File: src/rtl/pipe_pkg.sv
// Shared definitions for the execute stage: ALU operation codes, FSM state encoding
// and the helper that picks out the operations handled by the iterative unit.
package pipe_pkg;

  localparam logic [3:0] OP_ADD   = 4'd0;
  localparam logic [3:0] OP_SUB   = 4'd1;
  localparam logic [3:0] OP_AND   = 4'd2;
  localparam logic [3:0] OP_OR    = 4'd3;
  localparam logic [3:0] OP_XOR   = 4'd4;
  localparam logic [3:0] OP_SLL   = 4'd5;
  localparam logic [3:0] OP_SRL   = 4'd6;
  localparam logic [3:0] OP_SRA   = 4'd7;
  localparam logic [3:0] OP_SLT   = 4'd8;
  localparam logic [3:0] OP_SLTU  = 4'd9;
  localparam logic [3:0] OP_MUL   = 4'd10;
  localparam logic [3:0] OP_DIVU  = 4'd11;
  localparam logic [3:0] OP_REMU  = 4'd12;
  localparam logic [3:0] OP_PASSB = 4'd13;
  localparam logic [3:0] OP_PASSA = 4'd14;
  localparam logic [3:0] OP_RSVD  = 4'd15;

  localparam logic [1:0] ST_IDLE = 2'd0;
  localparam logic [1:0] ST_BUSY = 2'd1;
  localparam logic [1:0] ST_DONE = 2'd2;

  function automatic logic is_multi(input logic [3:0] op);
    return (op == OP_MUL) || (op == OP_DIVU) || (op == OP_REMU);
  endfunction

endpackage

File: src/rtl/mdu_iter.sv
// Iterative multiply / unsigned divide datapath: one shift-add or restoring-divide
// step per i_step; the step count is owned by the caller.
module mdu_iter
  import pipe_pkg::*;
#(
  parameter int W = 16
) (
  input  logic         clk,
  input  logic         rst,
  input  logic         i_start,
  input  logic         i_step,
  input  logic [3:0]   i_op,
  input  logic [W-1:0] i_a,
  input  logic [W-1:0] i_b,
  output logic [W-1:0] o_result
);

  logic [3:0]   r_op;
  logic [W-1:0] r_acc;
  logic [W-1:0] r_b;
  logic [W-1:0] r_q;
  logic [W-1:0] r_rem;

  logic [W:0]   w_shifted;
  logic [W-1:0] w_diff;
  logic         w_fits;

  // A zero divisor always "fits", which naturally yields all-ones quotient and remainder = dividend.
  always_comb begin
    w_shifted = {r_rem, r_q[W-1]};
    w_fits    = (w_shifted >= {1'b0, r_b});
    w_diff    = w_shifted[W-1:0] - r_b;
  end

  always_ff @(posedge clk or posedge rst) begin
    if (rst) begin
      r_op  <= OP_ADD;
      r_acc <= '0;
      r_b   <= '0;
      r_q   <= '0;
      r_rem <= '0;
    end else if (i_start) begin
      r_op  <= i_op;
      r_acc <= '0;
      r_rem <= '0;
      r_b   <= (i_op == OP_MUL) ? i_a : i_b;
      r_q   <= (i_op == OP_MUL) ? i_b : i_a;
    end else if (i_step) begin
      if (r_op == OP_MUL) begin
        if (r_q[0]) r_acc <= r_acc + r_b;
        r_b <= r_b << 1;
        r_q <= r_q >> 1;
      end else if (w_fits) begin
        r_rem <= w_diff;
        r_q   <= {r_q[W-2:0], 1'b1};
      end else begin
        r_rem <= w_shifted[W-1:0];
        r_q   <= {r_q[W-2:0], 1'b0};
      end
    end
  end

  always_comb begin
    case (r_op)
      OP_MUL:  o_result = r_acc;
      OP_DIVU: o_result = r_q;
      OP_REMU: o_result = r_rem;
      default: o_result = '0;
    endcase
  end

endmodule

File: src/rtl/ex_stage.sv
// Execute stage: single-cycle ALU plus iterative MUL/DIV/REM, registered as the
// EX/MEM boundary. Stall holds the ID/EX latch while the iterative unit runs.
module ex_stage
  import pipe_pkg::*;
#(
  parameter int W     = 16,
  parameter int ITERS = 16
) (
  input  logic         clk,
  input  logic         rst,
  input  logic [W-1:0] readData0,
  input  logic [W-1:0] readData1,
  input  logic [3:0]   ALUOp,
  input  logic         ReadMem,
  input  logic         WriteMem,
  input  logic [W-1:0] DataIn,
  input  logic [1:0]   quarter,
  input  logic         write,
  input  logic [3:0]   writeReg,
  input  logic         flush,
  output logic         stall,
  output logic [W-1:0] o_aluResult,
  output logic         o_ReadMem,
  output logic         o_WriteMem,
  output logic [W-1:0] o_DataIn,
  output logic [1:0]   o_quarter,
  output logic         o_write,
  output logic [3:0]   o_writeReg
);

  localparam int CW = $clog2(ITERS);

  logic [1:0]    r_state;
  logic [CW-1:0] r_cnt;
  logic          r_lReadMem;
  logic          r_lWriteMem;
  logic [W-1:0]  r_lDataIn;
  logic [1:0]    r_lQuarter;
  logic          r_lWrite;
  logic [3:0]    r_lWriteReg;

  logic          w_isMulti;
  logic          w_start;
  logic          w_step;
  logic          w_loadLive;
  logic          w_loadDone;
  logic [3:0]    w_shamt;
  logic [W-1:0]  w_aluResult;
  logic [W-1:0]  w_mduResult;

  assign w_isMulti  = is_multi(ALUOp);
  assign w_start    = !flush && (r_state == ST_IDLE) && w_isMulti;
  assign w_step     = !flush && (r_state == ST_BUSY);
  assign w_loadLive = !flush && (r_state == ST_IDLE) && !w_isMulti;
  assign w_loadDone = !flush && (r_state == ST_DONE);
  assign stall      = !rst && !flush &&
                      (((r_state == ST_IDLE) && w_isMulti) || (r_state == ST_BUSY));

  always_comb begin
    w_shamt     = readData1[3:0];
    w_aluResult = '0;
    case (ALUOp)
      OP_ADD:   w_aluResult = readData0 + readData1;
      OP_SUB:   w_aluResult = readData0 - readData1;
      OP_AND:   w_aluResult = readData0 & readData1;
      OP_OR:    w_aluResult = readData0 | readData1;
      OP_XOR:   w_aluResult = readData0 ^ readData1;
      OP_SLL:   w_aluResult = readData0 << w_shamt;
      OP_SRL:   w_aluResult = readData0 >> w_shamt;
      OP_SRA:   w_aluResult = W'($signed(readData0) >>> w_shamt);
      OP_SLT:   w_aluResult = {{(W-1){1'b0}}, ($signed(readData0) < $signed(readData1))};
      OP_SLTU:  w_aluResult = {{(W-1){1'b0}}, (readData0 < readData1)};
      OP_PASSB: w_aluResult = readData1;
      OP_PASSA: w_aluResult = readData0;
      default:  w_aluResult = '0;
    endcase
  end

  mdu_iter #(.W(W)) u_mdu (
    .clk      (clk),
    .rst      (rst),
    .i_start  (w_start),
    .i_step   (w_step),
    .i_op     (ALUOp),
    .i_a      (readData0),
    .i_b      (readData1),
    .o_result (w_mduResult)
  );

  // Controls are captured at accept time because upstream is free to move on once stall drops.
  always_ff @(posedge clk or posedge rst) begin
    if (rst) begin
      r_state     <= ST_IDLE;
      r_cnt       <= '0;
      r_lReadMem  <= 1'b0;
      r_lWriteMem <= 1'b0;
      r_lDataIn   <= '0;
      r_lQuarter  <= '0;
      r_lWrite    <= 1'b0;
      r_lWriteReg <= '0;
    end else if (flush) begin
      r_state <= ST_IDLE;
      r_cnt   <= '0;
    end else begin
      case (r_state)
        ST_IDLE: begin
          if (w_isMulti) begin
            r_state     <= ST_BUSY;
            r_cnt       <= CW'(ITERS - 1);
            r_lReadMem  <= ReadMem;
            r_lWriteMem <= WriteMem;
            r_lDataIn   <= DataIn;
            r_lQuarter  <= quarter;
            r_lWrite    <= write;
            r_lWriteReg <= writeReg;
          end
        end
        ST_BUSY: begin
          if (r_cnt == '0) r_state <= ST_DONE;
          else             r_cnt   <= r_cnt - CW'(1);
        end
        default: r_state <= ST_IDLE;
      endcase
    end
  end

  // Anything other than a live single-cycle op or a finished multi op leaves a bubble.
  always_ff @(posedge clk or posedge rst) begin
    if (rst) begin
      o_aluResult <= '0;
      o_ReadMem   <= 1'b0;
      o_WriteMem  <= 1'b0;
      o_DataIn    <= '0;
      o_quarter   <= '0;
      o_write     <= 1'b0;
      o_writeReg  <= '0;
    end else if (w_loadLive) begin
      o_aluResult <= w_aluResult;
      o_ReadMem   <= ReadMem;
      o_WriteMem  <= WriteMem;
      o_DataIn    <= DataIn;
      o_quarter   <= quarter;
      o_write     <= write;
      o_writeReg  <= writeReg;
    end else if (w_loadDone) begin
      o_aluResult <= w_mduResult;
      o_ReadMem   <= r_lReadMem;
      o_WriteMem  <= r_lWriteMem;
      o_DataIn    <= r_lDataIn;
      o_quarter   <= r_lQuarter;
      o_write     <= r_lWrite;
      o_writeReg  <= r_lWriteReg;
    end else begin
      o_aluResult <= '0;
      o_ReadMem   <= 1'b0;
      o_WriteMem  <= 1'b0;
      o_DataIn    <= '0;
      o_quarter   <= '0;
      o_write     <= 1'b0;
      o_writeReg  <= '0;
    end
  end

endmodule

File: config.mk
export PLATFORM = sky130hd
export DESIGN_NAME = ex_stage
export DESIGN_NICKNAME = d
export VERILOG_FILES = /design/src/rtl/pipe_pkg.sv /design/src/rtl/mdu_iter.sv /design/src/rtl/ex_stage.sv
export SDC_FILE = /design/constraint.sdc
export NUM_CORES = 1
export LEC_CHECK = 0
export CORE_AREA = 2 2 175 177
export CTS_CLUSTER_SIZE = 24
export DETAILED_ROUTE_END_ITERATION = 7
export DIE_AREA = 0 0 177 179
export GPL_TIMING_DRIVEN = 0
export PLACE_DENSITY = 0.66
export SYNTH_ARGS = -nofsm -noshare
export SYNTH_HDL_FRONTEND = slang
export SYNTH_SLANG_ARGS = --single-unit
File: constraint.sdc
create_clock -name clk -period 7.1 [get_ports clk]
set_input_delay 1.42 -clock clk [delete_from_list [all_inputs] [get_ports clk]]
set_output_delay 1.42 -clock clk [all_outputs]
set_load 0.05 [all_outputs]
==> metrics <==
outcome=finished, final reports clean; Worst EP required=7370 ps; TritonCTS Buffers=17; global-route wire length before repair=68.54 mm; # IOs=106; Setup Viol. Count Final=0; largest net degree at the start of global routing=89; Mapped Area=0.01181 mm2; Synth Register Bits=140; worst rel slew slack=15.57%; via/cell ratio=6.133; DRT Pass-1 Iters=6; f_max=164.5 MHz; chip width=177 um; top_reg_cell synth=dfrtp_1; Die Y=179 um; DRC Markers=0; syn_area_per_cell=8.003 um2; drt first-iter violations=1429; post-DR wirelength/cell=22.44 um; worst path cell trace=clkdlybuf4s50_1 -> clkbuf_1 -> inv_1 -> clkbuf_1 -> clkbuf_1 -> fa_1 -> nand2b_1 -> a221oi_1 -> a311o_1 -> o41ai_1 -> o31a_1 -> xnor2_1 -> a2111oi_0 -> o22ai_1; Critical Path Most Common Cell=clkbuf_1; Post-Syn Instances=1476; CTS-repair resized insts=0; vias in the first global route=11.47k; Yosys top cell area share=29.66%; number of port buffers=104; post-detail-place hpwl=35.11 mm; antenna violations before repair=2; most frequent cell after synthesis=nand2_1; Clock Sink Count=140; DIE AREA=0.03168 mm2; Final nets=1755; Worst Path Buf+Inv=5; syn_nets=1630; Power Density=288.9 mW/mm2; Post-synth EDFFs=0; post-layout min period=6079 ps; critical path peak fanout=12; Post-CTS Setup Repair Bufs=0; peak supply drop=206.6 uV; Post-Place Cells=1978; sequential share of the synthesized area=29.66%; worst slack at placement=752.9 ps; Critical Path Slowest Stage Cell=o41ai_1; total gr overflow=0; Core Footprint=0.03003 mm2; Final Instance Count excl. Fillers=2010; cell row count=64; worst endpoint data arrival time=6350 ps; final hold vios=0; CTS Buffer Depth=2; RePlAce Congestion=1.041; Unique masters post-synth=75; diode count=0; final cycle utilization of the critical path=85.62%; Pleak=5.987 nW; DRT antenna net count=0; total wire length=45.10 mm; Skew-Pair Late Insertion Delay=430 ps; post-synth top area cell=dfrtp_1; HP Class=reg2reg; detailed-route via count=12.33k; # hold bufs at CTS=0; Worst Slack Setup Final=1021 ps; CTS H-Tree Depth=4; CTS tree=done; critical path's top delay family=compound AO/OA/AOI/OAI gates; Total GRT Usage=28.46%; Clock Tree Root=clkbuf_16; largest stage delay on the critical path=710 ps; share of cells above drive strength 1=4.647%; leading post-synthesis cells by cell area=dfrtp_1 (30%), ha_1 (9.1%), nand2_1 (7.7%); CP Capture Type=register; Crit Path Class=in2reg; RSZ-0062 raised after global routing=no; Max Clock Skew=10.69 ps; list of most frequent post-synthesis cells=nand2_1 (243), dfrtp_1 (140), o21ai_0 (116), a21oi_1 (110), nor2_1 (105); fin. max-slew vios=0; CTS clk-pin slew, worst paths=60 ps; crit path launch type=input pin; warnings from Yosys=0; Initial Util=39.34%; Fill cells=2958; synthesis-to-layout area growth=18.20%; max cap viols=0; slew at the pin closest to its max-slew limit=1264 ps; sum of negative setup slack=0 ps; ys async rst share=100.0%
per-stage QoR:
stage	power, mW	util (%)	area [um2]	hold slack [ps]
global route	4.310	46.50	13960	494.9
finish	4.033	46.50	13960	477.8
global placement	3.093	44.45	13350	460.0
CTS	4.010	46.50	13960	478.0
floorplan	2.602	-	11810	446.6
detailed placement	3.137	44.61	13400	462.8
final cells by class:
cell class	instances	area, um2	share of cell area [%]
clock inverters	14	137.6	0.9858
repair buffers	106	1076	7.707
well taps	396	495.5	3.549
clock buffers	18	429.2	3.074
flip-flops and latches	140	3503	25.09
multi-input cells	1167	7661	54.87
plain buffers	96	380.4	2.724
inverters	73	279.0	1.998
metal layers:
layer	GRT usage, %	wire (um)
met3	4.962	4416
met2	43.43	19540
met5	0	10
met4	8.712	1216
met1	40.88	19920
layout by cell type (no fill, tap or decap), types with 8 or more instances in the layout:
cell type,netlist,final
dfrtp_1,140,140
nand3_1,21,21
clkbuf_16,0,17
a21oi_1,110,110
and2_1,10,10
o22ai_1,19,19
a31oi_1,12,12
xor2_1,10,10
o211ai_1,10,10
clkbuf_1,82,83
nor2b_1,16,16
nor3_1,22,22
a221oi_1,9,9
a21o_1,17,17
nand2b_1,11,11
mux2i_1,67,67
buf_2,10,10
nand2_1,243,243
a22o_1,36,36
ha_1,86,86
o31ai_1,9,9
o31a_1,8,8
or3_1,9,9
a211oi_1,19,19
nor2_1,105,105
clkdlybuf4s50_1,0,104
o21ai_0,116,116
o21ai_1,11,11
o221ai_1,9,9
inv_1,71,70
a222oi_1,12,12
a22oi_1,26,26
o21a_1,8,8
xnor2_1,20,20
cell families after synthesis:
family | Yosys count | share of synthesized area, %
and+or+nand+nor | 470 | 17.23
buffers and inverters | 169 | 5.540
DFF | 140 | 29.66
xor gates and xnor gates | 30 | 2.224
adders and majority gates | 90 | 9.787
muxes | 78 | 7.203
AOI/OAI and AO/OA | 499 | 28.36
worst paths after layout:
kind                                     startpoint                         end  slack [ps]  depth (start not counted)
max in group asynchronous                       rst  u_mdu.r_acc[5]$_DFFE_PP0P_        4840                          3
min reg2reg                r_lDataIn[5]$_DFFE_PP0P_    r_lDataIn[5]$_DFFE_PP0P_         480                          2
max                                    readData1[1]   o_aluResult[14]$_DFF_PP0_        1020                         14
min in group asynchronous                       rst           o_write$_DFF_PP0_        1430                          2
min                        r_lDataIn[5]$_DFFE_PP0P_    r_lDataIn[5]$_DFFE_PP0P_         480                          2
max reg2reg                u_mdu.r_b[8]$_DFFE_PP0P_  u_mdu.r_rem[5]$_DFFE_PP0P_        3620                         11
worst reg2reg max path, stage by stage (launching register included):
cell       delay [ps]
dfrtp_1           450
inv_1              80
ha_1              400
a21oi_1           170
o21ai_1           150
or3b_1            440
o211ai_2          190
a21oi_2           100
a2111oi_4         780
buf_6             280
mux2i_1           240
o21ai_1            80
power by group:
group / leakage, nW / internal, mW / switching [mW]
clock network: 0.271 / 0.489 / 0.375
logic: 3.88 / 0.807 / 1.13
registers: 1.84 / 1.01 / 0.221
registers in the layout, summed over array words and instances (netlist names), 2 cells and up:
register	cells
o_writeReg	4
u_mdu.r_op	4
o_DataIn	16
r_state	2
u_mdu.r_acc	16
u_mdu.r_q	16
r_lQuarter	2
o_quarter	2
u_mdu.r_b	16
u_mdu.r_rem	16
r_lDataIn	16
o_aluResult	16
r_cnt	4
r_lWriteReg	4
Note: power is estimated with default switching activity, not from simulation.
